File: src/rtl/encap_arbiter_pkg.sv
// ---------------------------------------------------------------------------
// encap_arbiter_pkg
//   Shared definitions for the encap_arbiter slice: IOQ module header field
//   positions, the ctrl value that marks an IOQ header, arbiter FSM state
//   encodings and statistics counter widths.
// ---------------------------------------------------------------------------
package encap_arbiter_pkg;

    // Field positions inside the IOQ module header word.
    localparam int IOQ_BYTE_LEN_POS = 0;
    localparam int IOQ_WORD_LEN_POS = 48;

    // ctrl value carried by the IOQ module header word.
    localparam logic [7:0] IO_QUEUE_STAGE_NUM = 8'hFF;

    // Arbiter state machine.
    typedef enum logic [1:0] {
        IDLE    = 2'd0,
        HDR     = 2'd1,
        PAYLOAD = 2'd2
    } arb_state_t;

    // Statistics counter widths.
    localparam int PKT_CNT_W  = 32;
    localparam int DROP_CNT_W = 16;

endpackage

File: src/rtl/encap_arbiter_rr_pick.sv
// ---------------------------------------------------------------------------
// rr_pick
//   Combinational round-robin search. Starting at ptr and walking upward
//   modulo N, returns the first index whose req bit is set.
//
// Ports:
//   req    request vector, one bit per requester
//   ptr    index where the search starts
//   idx    winning index (0 when nothing requests)
//   valid  at least one request present
// ---------------------------------------------------------------------------
module rr_pick #(
    parameter int N  = 2,
    parameter int IW = (N > 1) ? $clog2(N) : 1
) (
    input  logic [N-1:0]  req,
    input  logic [IW-1:0] ptr,
    output logic [IW-1:0] idx,
    output logic          valid
);

    logic [IW-1:0] cand;

    // Walk offsets from farthest to nearest so the nearest requester is the
    // last assignment and therefore wins.
    always_comb begin
        valid = 1'b0;
        idx   = '0;
        cand  = '0;
        for (int k = N - 1; k >= 0; k--) begin
            cand = IW'((int'(ptr) + k) % N);
            if (req[cand]) begin
                valid = 1'b1;
                idx   = cand;
            end
        end
    end

endmodule

File: src/rtl/fallthrough_small_fifo.sv
// ---------------------------------------------------------------------------
// fallthrough_small_fifo
//   Small first-word-fall-through FIFO. The head entry is visible on dout
//   combinationally whenever empty is low, so a consumer can inspect and pop
//   in the same cycle. Writes while full are discarded; reads while empty are
//   ignored.
//
// Ports:
//   clk          clock
//   reset_n      asynchronous active-low reset (empties the FIFO)
//   din          write data
//   wr_en        write strobe
//   rd_en        pop strobe (pops the word currently on dout)
//   dout         head word
//   nearly_full  at most one free entry left
//   empty        no words stored
// ---------------------------------------------------------------------------
module fallthrough_small_fifo #(
    parameter int WIDTH          = 72,
    parameter int MAX_DEPTH_BITS = 3
) (
    input  logic             clk,
    input  logic             reset_n,
    input  logic [WIDTH-1:0] din,
    input  logic             wr_en,
    input  logic             rd_en,
    output logic [WIDTH-1:0] dout,
    output logic             nearly_full,
    output logic             empty
);

    localparam int DEPTH = 1 << MAX_DEPTH_BITS;

    logic [WIDTH-1:0]          mem [DEPTH];
    logic [MAX_DEPTH_BITS-1:0] wr_ptr_reg;
    logic [MAX_DEPTH_BITS-1:0] rd_ptr_reg;
    logic [MAX_DEPTH_BITS:0]   count_reg;
    logic                      full;
    logic                      do_wr;
    logic                      do_rd;

    assign full        = (count_reg == (MAX_DEPTH_BITS+1)'(DEPTH));
    assign nearly_full = (count_reg >= (MAX_DEPTH_BITS+1)'(DEPTH - 1));
    assign empty       = (count_reg == '0);
    assign do_wr       = wr_en && !full;
    assign do_rd       = rd_en && !empty;

    // Storage is read asynchronously so the head falls through with no
    // latency; it is small enough to map to distributed memory.
    assign dout = mem[rd_ptr_reg];

    always_ff @(posedge clk) begin
        if (do_wr) begin
            mem[wr_ptr_reg] <= din;
        end
    end

    always_ff @(posedge clk or negedge reset_n) begin
        if (!reset_n) begin
            wr_ptr_reg <= '0;
            rd_ptr_reg <= '0;
            count_reg  <= '0;
        end else begin
            if (do_wr) begin
                wr_ptr_reg <= wr_ptr_reg + MAX_DEPTH_BITS'(1);
            end
            if (do_rd) begin
                rd_ptr_reg <= rd_ptr_reg + MAX_DEPTH_BITS'(1);
            end
            case ({do_wr, do_rd})
                2'b10:   count_reg <= count_reg + (MAX_DEPTH_BITS+1)'(1);
                2'b01:   count_reg <= count_reg - (MAX_DEPTH_BITS+1)'(1);
                default: count_reg <= count_reg;
            endcase
        end
    end

endmodule

File: src/rtl/encap_arbiter.sv
// ---------------------------------------------------------------------------
// encap_arbiter
//   Packet-granular round-robin arbiter feeding a single encap_packet stage.
//   Each ingress stream is buffered in its own fall-through FIFO; a grant is
//   taken only on a FIFO whose head is an IOQ module header and is held until
//   the end-of-packet word has been forwarded, so downstream only ever sees
//   whole packets. Words found at a FIFO head while idle that are not an IOQ
//   header are orphans and are discarded.
//
// Ports:
//   clk        clock
//   reset_n    asynchronous active-low reset
//   in_data    flattened ingress data, input i at [i*DATA_WIDTH +: DATA_WIDTH]
//   in_ctrl    flattened ingress ctrl, input i at [i*CTRL_WIDTH +: CTRL_WIDTH]
//   in_wr      per-input write strobe
//   in_rdy     per-input ready (FIFO not nearly full)
//   out_data   data to encap_packet (0 when out_wr is low)
//   out_ctrl   ctrl to encap_packet (0 when out_wr is low)
//   out_wr     output write strobe
//   out_rdy    encap_packet ready
//   pkt_cnt    per-input forwarded-packet count, 32 bits each, wraps
//   drop_cnt   per-input discarded-word count, 16 bits each, wraps
// ---------------------------------------------------------------------------
module encap_arbiter
    import encap_arbiter_pkg::*;
#(
    parameter int                    DATA_WIDTH         = 64,
    parameter int                    CTRL_WIDTH         = DATA_WIDTH / 8,
    parameter int                    NUM_IN             = 2,
    parameter logic [CTRL_WIDTH-1:0] IO_QUEUE_STAGE_NUM =
        CTRL_WIDTH'(encap_arbiter_pkg::IO_QUEUE_STAGE_NUM),
    parameter int                    FIFO_DEPTH_BITS    = 3
) (
    input  logic                             clk,
    input  logic                             reset_n,
    input  logic [NUM_IN*DATA_WIDTH-1:0]     in_data,
    input  logic [NUM_IN*CTRL_WIDTH-1:0]     in_ctrl,
    input  logic [NUM_IN-1:0]                in_wr,
    output logic [NUM_IN-1:0]                in_rdy,
    output logic [DATA_WIDTH-1:0]            out_data,
    output logic [CTRL_WIDTH-1:0]            out_ctrl,
    output logic                             out_wr,
    input  logic                             out_rdy,
    output logic [NUM_IN*PKT_CNT_W-1:0]      pkt_cnt,
    output logic [NUM_IN*DROP_CNT_W-1:0]     drop_cnt
);

    localparam int IDX_W  = (NUM_IN > 1) ? $clog2(NUM_IN) : 1;
    localparam int WORD_W = CTRL_WIDTH + DATA_WIDTH;

    // Per-input FIFO views.
    logic [WORD_W-1:0]     fifo_dout [NUM_IN];
    logic [DATA_WIDTH-1:0] head_data [NUM_IN];
    logic [CTRL_WIDTH-1:0] head_ctrl [NUM_IN];
    logic [NUM_IN-1:0]     fifo_empty;
    logic [NUM_IN-1:0]     fifo_nearly_full;
    logic [NUM_IN-1:0]     fifo_rd_en;
    logic [NUM_IN-1:0]     req_vec;

    // Arbitration state.
    arb_state_t            state_reg,  state_next;
    logic [IDX_W-1:0]      grant_reg,  grant_next;
    logic [IDX_W-1:0]      rr_ptr_reg, rr_ptr_next;
    logic [IDX_W-1:0]      pick_idx;
    logic                  pick_valid;
    logic [CTRL_WIDTH-1:0] gnt_ctrl;
    logic [NUM_IN-1:0]     pkt_inc;
    logic [NUM_IN-1:0]     drop_inc;

    // Statistics.
    logic [PKT_CNT_W-1:0]  pkt_cnt_reg  [NUM_IN];
    logic [DROP_CNT_W-1:0] drop_cnt_reg [NUM_IN];

    // -----------------------------------------------------------------------
    // Per-input buffering, ready and statistics
    // -----------------------------------------------------------------------
    generate
        for (genvar gi = 0; gi < NUM_IN; gi++) begin : g_in
            fallthrough_small_fifo #(
                .WIDTH          (WORD_W),
                .MAX_DEPTH_BITS (FIFO_DEPTH_BITS)
            ) u_fifo (
                .clk         (clk),
                .reset_n     (reset_n),
                .din         ({in_ctrl[gi*CTRL_WIDTH +: CTRL_WIDTH],
                               in_data[gi*DATA_WIDTH +: DATA_WIDTH]}),
                .wr_en       (in_wr[gi]),
                .rd_en       (fifo_rd_en[gi]),
                .dout        (fifo_dout[gi]),
                .nearly_full (fifo_nearly_full[gi]),
                .empty       (fifo_empty[gi])
            );

            assign head_data[gi] = fifo_dout[gi][DATA_WIDTH-1:0];
            assign head_ctrl[gi] = fifo_dout[gi][WORD_W-1:DATA_WIDTH];
            assign in_rdy[gi]    = !fifo_nearly_full[gi];
            assign req_vec[gi]   = !fifo_empty[gi];

            // A FIFO is popped either because its word is being forwarded
            // under the grant or because it is an orphan being discarded.
            assign fifo_rd_en[gi] = (out_wr && (grant_reg == IDX_W'(gi)))
                                  || drop_inc[gi];

            always_ff @(posedge clk or negedge reset_n) begin
                if (!reset_n) begin
                    pkt_cnt_reg[gi]  <= '0;
                    drop_cnt_reg[gi] <= '0;
                end else begin
                    if (pkt_inc[gi]) begin
                        pkt_cnt_reg[gi] <= pkt_cnt_reg[gi] + PKT_CNT_W'(1);
                    end
                    if (drop_inc[gi]) begin
                        drop_cnt_reg[gi] <= drop_cnt_reg[gi] + DROP_CNT_W'(1);
                    end
                end
            end

            assign pkt_cnt[gi*PKT_CNT_W +: PKT_CNT_W]    = pkt_cnt_reg[gi];
            assign drop_cnt[gi*DROP_CNT_W +: DROP_CNT_W] = drop_cnt_reg[gi];
        end
    endgenerate

    // -----------------------------------------------------------------------
    // Candidate selection
    // -----------------------------------------------------------------------
    rr_pick #(
        .N  (NUM_IN),
        .IW (IDX_W)
    ) u_rr_pick (
        .req   (req_vec),
        .ptr   (rr_ptr_reg),
        .idx   (pick_idx),
        .valid (pick_valid)
    );

    // -----------------------------------------------------------------------
    // Output path: combinational from the granted FIFO head
    // -----------------------------------------------------------------------
    assign gnt_ctrl = head_ctrl[grant_reg];
    assign out_wr   = (state_reg != IDLE) && !fifo_empty[grant_reg] && out_rdy;
    assign out_data = out_wr ? head_data[grant_reg] : '0;
    assign out_ctrl = out_wr ? gnt_ctrl : '0;

    // -----------------------------------------------------------------------
    // FSM state register
    // -----------------------------------------------------------------------
    always_ff @(posedge clk or negedge reset_n) begin
        if (!reset_n) begin
            state_reg  <= IDLE;
            grant_reg  <= '0;
            rr_ptr_reg <= '0;
        end else begin
            state_reg  <= state_next;
            grant_reg  <= grant_next;
            rr_ptr_reg <= rr_ptr_next;
        end
    end

    // -----------------------------------------------------------------------
    // FSM next state
    // -----------------------------------------------------------------------
    always_comb begin
        state_next  = state_reg;
        grant_next  = grant_reg;
        rr_ptr_next = rr_ptr_reg;
        pkt_inc     = '0;
        drop_inc    = '0;

        case (state_reg)
            IDLE: begin
                // One candidate per cycle. Orphan discards do not touch the
                // output, so they proceed even while downstream is stalled.
                if (pick_valid) begin
                    if (head_ctrl[pick_idx] == IO_QUEUE_STAGE_NUM) begin
                        grant_next = pick_idx;
                        state_next = HDR;
                    end else begin
                        drop_inc[pick_idx] = 1'b1;
                    end
                end
            end

            HDR: begin
                // The first ctrl==0 word is the start of payload; it is
                // forwarded now and the FSM moves on in the same cycle.
                if (out_wr && (gnt_ctrl == '0)) begin
                    state_next = PAYLOAD;
                end
            end

            PAYLOAD: begin
                // A non-zero ctrl in payload is the end-of-packet byte mask.
                if (out_wr && (gnt_ctrl != '0)) begin
                    pkt_inc[grant_reg] = 1'b1;
                    rr_ptr_next = (grant_reg == IDX_W'(NUM_IN - 1))
                                ? '0 : grant_reg + IDX_W'(1);
                    state_next  = IDLE;
                end
            end

            default: begin
                state_next = IDLE;
            end
        endcase
    end

endmodule

File: config.mk
export PLATFORM = sky130hd
export DESIGN_NAME = encap_arbiter
export DESIGN_NICKNAME = d
export VERILOG_FILES = /design/src/rtl/encap_arbiter_pkg.sv /design/src/rtl/encap_arbiter_rr_pick.sv /design/src/rtl/fallthrough_small_fifo.sv /design/src/rtl/encap_arbiter.sv
export SDC_FILE = /design/constraint.sdc
export NUM_CORES = 1
export LEC_CHECK = 0
export CELL_PAD_IN_SITES_DETAIL_PLACEMENT = 1
export CELL_PAD_IN_SITES_GLOBAL_PLACEMENT = 2
export CORE_MARGIN = 3
export CORE_UTILIZATION = 46
export DETAILED_ROUTE_END_ITERATION = 7
export PLACE_DENSITY_LB_ADDON = 0.1
export SLEW_MARGIN = 10
export SYNTH_ARGS = -nofsm -noshare
export SYNTH_HDL_FRONTEND = slang
export SYNTH_SLANG_ARGS = --single-unit
File: constraint.sdc
create_clock -name clk -period 10.3 [get_ports clk]
set_input_delay 2.06 -clock clk [delete_from_list [all_inputs] [get_ports clk]]
set_output_delay 2.06 -clock clk [all_outputs]
set_load 0.01 [all_outputs]
# After elaboration in Yosys (flattened, before gate mapping)
# Memories as Yosys holds them, arrays and structs flattened.
# Index checks and enable logic that the tools add are counted.
dict set report totals {
  register_bits 120
  ramBits 1152
  out_inout_bits 171
  word_cells 129
  n_memories 2
}
# name words word_bits rd rd_clocked_by_memory_dff wr line_no
set mem_list {}
lappend mem_list {{g_in[0].u_fifo.mem} 8 72 1 0 1 fallthrough_small_fifo.sv:34} ;# logic [WIDTH-1:0] mem [DEPTH];
lappend mem_list {{g_in[1].u_fifo.mem} 8 72 1 0 1 fallthrough_small_fifo.sv:34}
dict set report classes {
  addsub 14
  order_cmp 10
  n_eq_ne 13
  muxes 42
  bitwise_logic 3
  reduce_logical 32
}
# operator count
set op_table {}
lappend op_table {{$mux 64} 4}
lappend op_table {{$add 32x1->32 const B} 2}
lappend op_table {{$mux 8} 7}
lappend op_table {{$add 16x1->16 const B} 2}
lappend op_table {{$mux 2} 9}
lappend op_table {{$mux 1} 17}
lappend op_table {{$pmux 4 s2} 2}
lappend op_table {{$add 3x1->3 const B} 4}
lappend op_table {{$logic_and 1x1->1} 12}
lappend op_table {{$add 4x1->4 const B} 2}
lappend op_table {{$eq 4x4->1 const B} 2}
lappend op_table {{$eq 8x8->1 const B} 1}
lappend op_table {{$ge 4x3->1 const B} 2}
lappend op_table {{$logic_not 4->1} 2}
lappend op_table {{$logic_not 8->1} 1}
lappend op_table {{$lt 1x2->1 const B} 4}
lappend op_table {{$ne 2x2->1 const B} 4}
lappend op_table {{$reduce_bool 8->1} 1}
lappend op_table {{$sub 4x1->4 const B} 2}
lappend op_table {{$logic_not 1->1} 7}
lappend op_table {{$eq 2x1->1 const B} 3}
lappend op_table {{$eq 2x2->1 const B} 3}
lappend op_table {{$pmux 2 s3} 1}
lappend op_table {{$reduce_bool 2->1} 3}
lappend op_table {{11 further kinds} 17}

# Logic depth before layout (Yosys ltp)
dict set report logic_depth {
  word_depth 18
  ltp_mapped 15
  ltp_nobuf 13
}

# Hierarchy
# From an unflattened synthesis, not the netlist that was laid out.
dict set report hier_totals {
  hier_cells 2341
  hier_area_um2 50196.9
}
# mod n_inst cells_each area_each_um2 seq_area_each_um2
set by_module_without_submodules {}
lappend by_module_without_submodules {{fallthrough_small_fifo at g_in[0].u_fifo} 1 900 22387.7 17546.8}
lappend by_module_without_submodules {{fallthrough_small_fifo at g_in[1].u_fifo} 1 900 22358.9 17546.8}
lappend by_module_without_submodules {encap_arbiter 1 538 5432.7 2502.4}
lappend by_module_without_submodules {rr_pick 1 3 17.5 0.0}

# Worst setup path before layout
# OpenSTA, ideal clock, no wires.
dict set report synth_timing {
  path_kind {input -> register}
  from {input in_wr[0]}
  to {memory g_in[0].u_fifo.mem[0][0], enable pin}
  setup_time_ns 0.679
  t_arrival_ns 9.240
  t_required_ns 9.621
  setup_slack_ns 0.381
  stages 3
  n_path_buf 0
  cell_sequence {and2_1 clkinv_1 nor4_1}
}
dict set report synth_via {
  elab_chain_cells 3
}
# item line_no
set synth_lines {}
lappend synth_lines {{from (decl)} encap_arbiter.sv:38} ;# input logic [NUM_IN-1:0] in_wr,
lappend synth_lines {{$logic_and 1x1->1} fallthrough_small_fifo.sv:45} ;# assign do_wr = wr_en && !full;
lappend synth_lines {{$mux 1} fallthrough_small_fifo.sv:53} ;# if (do_wr) begin
lappend synth_lines {{$mux 1 (implied by the code)} fallthrough_small_fifo.sv:54} ;# mem[wr_ptr_reg] <= din;
lappend synth_lines {{to (decl)} fallthrough_small_fifo.sv:34}
# Every way passes these cells.

# Worst setup path after layout
dict set report layout_timing {
  from {input out_rdy}
  to {output out_data[34]}
}
dict set report layout_via {
  elab_chain_cells 2
}
# item line_no
set layout_lines {}
lappend layout_lines {{from (decl)} encap_arbiter.sv:43} ;# input logic out_rdy,
lappend layout_lines {{$logic_and 1x1->1} encap_arbiter.sv:140} ;# assign out_wr = (state_reg != IDLE) && !fifo_empty[grant_reg] && out_rdy;
lappend layout_lines {{$mux 64} encap_arbiter.sv:141} ;# assign out_data = out_wr ? head_data[grant_reg] : '0;
lappend layout_lines {{to (decl)} encap_arbiter.sv:40} ;# output logic [DATA_WIDTH-1:0] out_data,
# Every way passes these cells.

==> summary.md <==
| Metric | Value |
|---|---|
| Status | `completed` |
| # resized after CTS | `0` |
| Setup TNS Final | `0 ps` |
| Ys async rst share | `9.43%` |
| Die area | `~110000 µm²` |
| Synth Area in Compound Gates | `approximately 2.5%` |
| Max Cap Viol | `0` |
| Final Slew Violations | `0` |
| RePlAce Congestion | `0.798` |
| Layout area overhead | `19.0%` |
| CTS max path bufs | `3` |
| Total congestion overflow | `0` |
| Crit path time final | `~6700 ps` |
| Layout cells sized above 1 | `19.8%` |
| IO Count | `320` |
| Vias per inst | `5.80` |
| Post-synth EDFFs | `1152` |
| Wirelength per Cell | `slightly below 30 µm` |
| Vias in the first global route | `approximately 27000` |
| Max Freq | `149 MHz` |
| H-tree Lvls | `4` |
| Clk_lat worst skew | `740 ps` |
| Num Clock Sinks | `1272` |
| Final wirelength | `roughly 130 mm` |
| Buffers on Ports | `319` |
| Via count | `about 25000` |
| Global-route wire length before repair | `188 mm` |
| XOR/XNOR share of the synthesized area | `1.88%` |
| Ordered cell list for the critical path | `clkdlybuf4s50_1 > o21ai_0 > a211o_2 > buf_4 > a211oi_1 > clkdlybuf4s50_1` |
| Skew final | `25.4 ps` |
| Antenna viol nets, final | `0` |
| Yosys warning count | `0` |
| Final #Nets | `2969` |
| CTS buffer count | `139` |
| RSZ-0062 raised after global routing | `no` |
| Largest register FFs | `1152` |
| Area of the multi-input gates | `11600 µm²` |
| Mapped cell area | `49700 µm²` |
| Worst vdd ir | `0.000187 V` |
| Drt first pass iters | `5` |
| Core ar. | `107000 µm²` |
| FF-to-FF setup slack | `around 5400 ps` |
| Slew @ Worst Pin | `1240 ps` |
| Top-area cell type share of the netlist area | `69.5%` |
| Pwr/cell area | `271 nW/µm²` |
| Area after DPL | `54700 µm²` |
| Detailed placement HPWL | `77.8 mm` |
| Critical Setup Path Class | `in -> out` |
| Synth Area in Adders | `0.433%` |
| Non-Filler Instances | `4328` |
| Crit end category | `output pin` |
| Library cells used by synthesis | `51` |
| Pin count of the biggest net entering global routing | `102` |
| CP max stage cell | `clkdlybuf4s50_1` |
| Rel. slew slack | `between 10% and 20%` |
| Leading area contributor after synthesis | `edfxtp_1` |
| Slowest stage delay, CP | `620 ps` |
| Placement Rows | `120` |
| Delay-heaviest family, CP | `buffers and inverters` |
| Leak | `19.6 nW` |
| Startpoint Class | `input port` |
| CP dominant cell by count | `clkdlybuf4s50_1` |
| Ys flop type | `edfxtp_1` |
| Register area | `37600 µm²` |
| Chip width | `335 µm` |
| Initial antenna violation count | `26` |
| Post-synthesis sequential area ratio | `75.6%` |
| Post-CTS Setup Inserts | `0` |
| Initial Util | `46.4%` |
| Buf+Inv Stages, Crit Path | `3` |
| DRC viols | `0` |
| Cells after synthesis | `~2400` |
| Crit path required time | `8240 ps` |
| Filler cells | `9300` |
| Min-delay worst type | `reg -> reg` |
| Tot Pwr | `roughly 0.016 W` |
| Post-Syn Nets | `2582` |
| Die Y | `~330 µm` |
| Mux cell area share after synthesis | `14.9%` |
| Synth Register Bits | `1272` |
| Final period util | `65.0%` |
| Reg clk slew, reported paths | `60 ps` |
| Final-report hold violation count | `0` |
| Final setup fails | `0` |
| Synth area leaders | `edfxtp_1 (70%), mux4_2 (13%), dfrtp_1 (6.0%)` |
| # hold bufs at CTS | `0` |
| Critical path data arrival time | `between 4000 and 5000 ps` |
| Post-synthesis simple-gate area fraction | `3.42%` |
| CTS Root Cell | `clkbuf_16` |
| Gr usage total | `23.0%` |
| Inst Count DP | `between 4000 and 5000` |
| Drt first-iter violations | `2163` |
| Syn Area/Cell | `roughly 20 µm²` |
| TritonCTS clock tree | `done` |
| Fin area | `59200 µm²` |
| Worst-path fanout max | `50` |
| Main combinational cell family by area after synthesis | `multiplexers` |
==> metal layers <==
layer,up-vias,share of wire (%),GRT usage [%]
met3,209,6.0,5.41
met5,-,0.077,0
met4,14,2.8,7.10
met1,13400,41,30.6
met2,706,50,38.0
li1,10700,-,-
==> cell usage after synthesis (all sizes together), types with 2 or more instances <==
cell     number
a211oi      137
a21boi        2
a21o          3
a21oi         4
a31oi         2
and2          4
and3         12
and4         10
buf          51
clkbuf       74
dfrtp       120
edfxtp     1152
fa            2
ha           14
inv          30
mux2         15
mux2i        74
mux4        288
nand2        52
nand2b        9
nand3        27
nand4        23
nor2         55
nor2b        64
nor3         36
nor4         20
o2111ai       2
o211ai        3
o21ai         9
or2           2
or3           3
or4           4
xnor2        48
xor2         59
==> worst paths after layout <==
kind,from,end,cells past startpoint
hold / removal,pkt_cnt[63],pkt_cnt[63],1
max in group asynchronous,reset_n,g_in[0].u_fifo.rd_ptr_reg[0],2
setup / recovery,out_rdy,out_data[34],6
min in group asynchronous,reset_n,pkt_cnt[52],1
hold reg to reg,pkt_cnt[63],pkt_cnt[63],1
setup reg to reg,g_in[0].u_fifo.rd_ptr_reg[0],g_in[0].u_fifo.count_reg[3],14
==> cells in the final DEF, fill, tap and decap left out, types with 19 or more instances in the layout <==
master,count
clkbuf_1,37
nand4_1,23
edfxtp_1,1152
nor3_1,30
nor2b_1,64
nand3_1,27
clkinv_2,19
nand2_1,52
a211oi_1,137
xnor2_1,48
mux4_2,288
clkdlybuf4s50_1,318
clkinv_1,22
inv_1,30
nor4_1,19
dfrtp_1,113
xor2_1,59
buf_4,50
clkbuf_16,142
nor2_1,46
mux2i_1,74
==> metrics by stage <==
step           worst slack, ps  util (%)  hold slack (ps)
2_1_floorplan              381         -              477
3_3_place_gp              3820      51.1              458
3_5_place_dp              3650      51.1              457
4_1_cts                   3590      55.2              469
5_1_grt                   3370      55.2              477
6_report                  3610      55.2              465
==> where the power goes <==
part | leakage (nW) | internal, W | switching (W)
clock network | 2.17 | 0.00290 | 0.00196
registers | 12.0 | 0.00643 | 0.000458
logic | 5.45 | 0.00187 | 0.00240
total | 19.6 | 0.0112 | 0.00483
==> kinds of logic (layout without fill, tap and decap cells) <==
| kind of cell | after synthesis | after routing |
|---|---|---|
| xor+xnor | 107 | 107 |
| fa+ha+maj | 16 | 16 |
| mux | 377 | 377 |
| flops | 1272 | 1272 |
| compound gates | 167 | 167 |
| buf+inv | 156 | 651 |
| simple gates | 322 | 322 |
| other cells | 0 | 13 |
==> area by class of cell <==
type | count | share of cell area, %
Multi-Input combinational cell | 989 | 19.6
Tap cell | 1403 | 2.96
Antenna cell | 13 | 0.0549
Inverter | 31 | 0.197
Clock buffer | 181 | 6.28
Sequential cell | 1272 | 63.5
Timing Repair Buffer | 371 | 6.11
Clock inverter | 68 | 1.24
No activity file was read; power rests on OpenSTA's default activity.
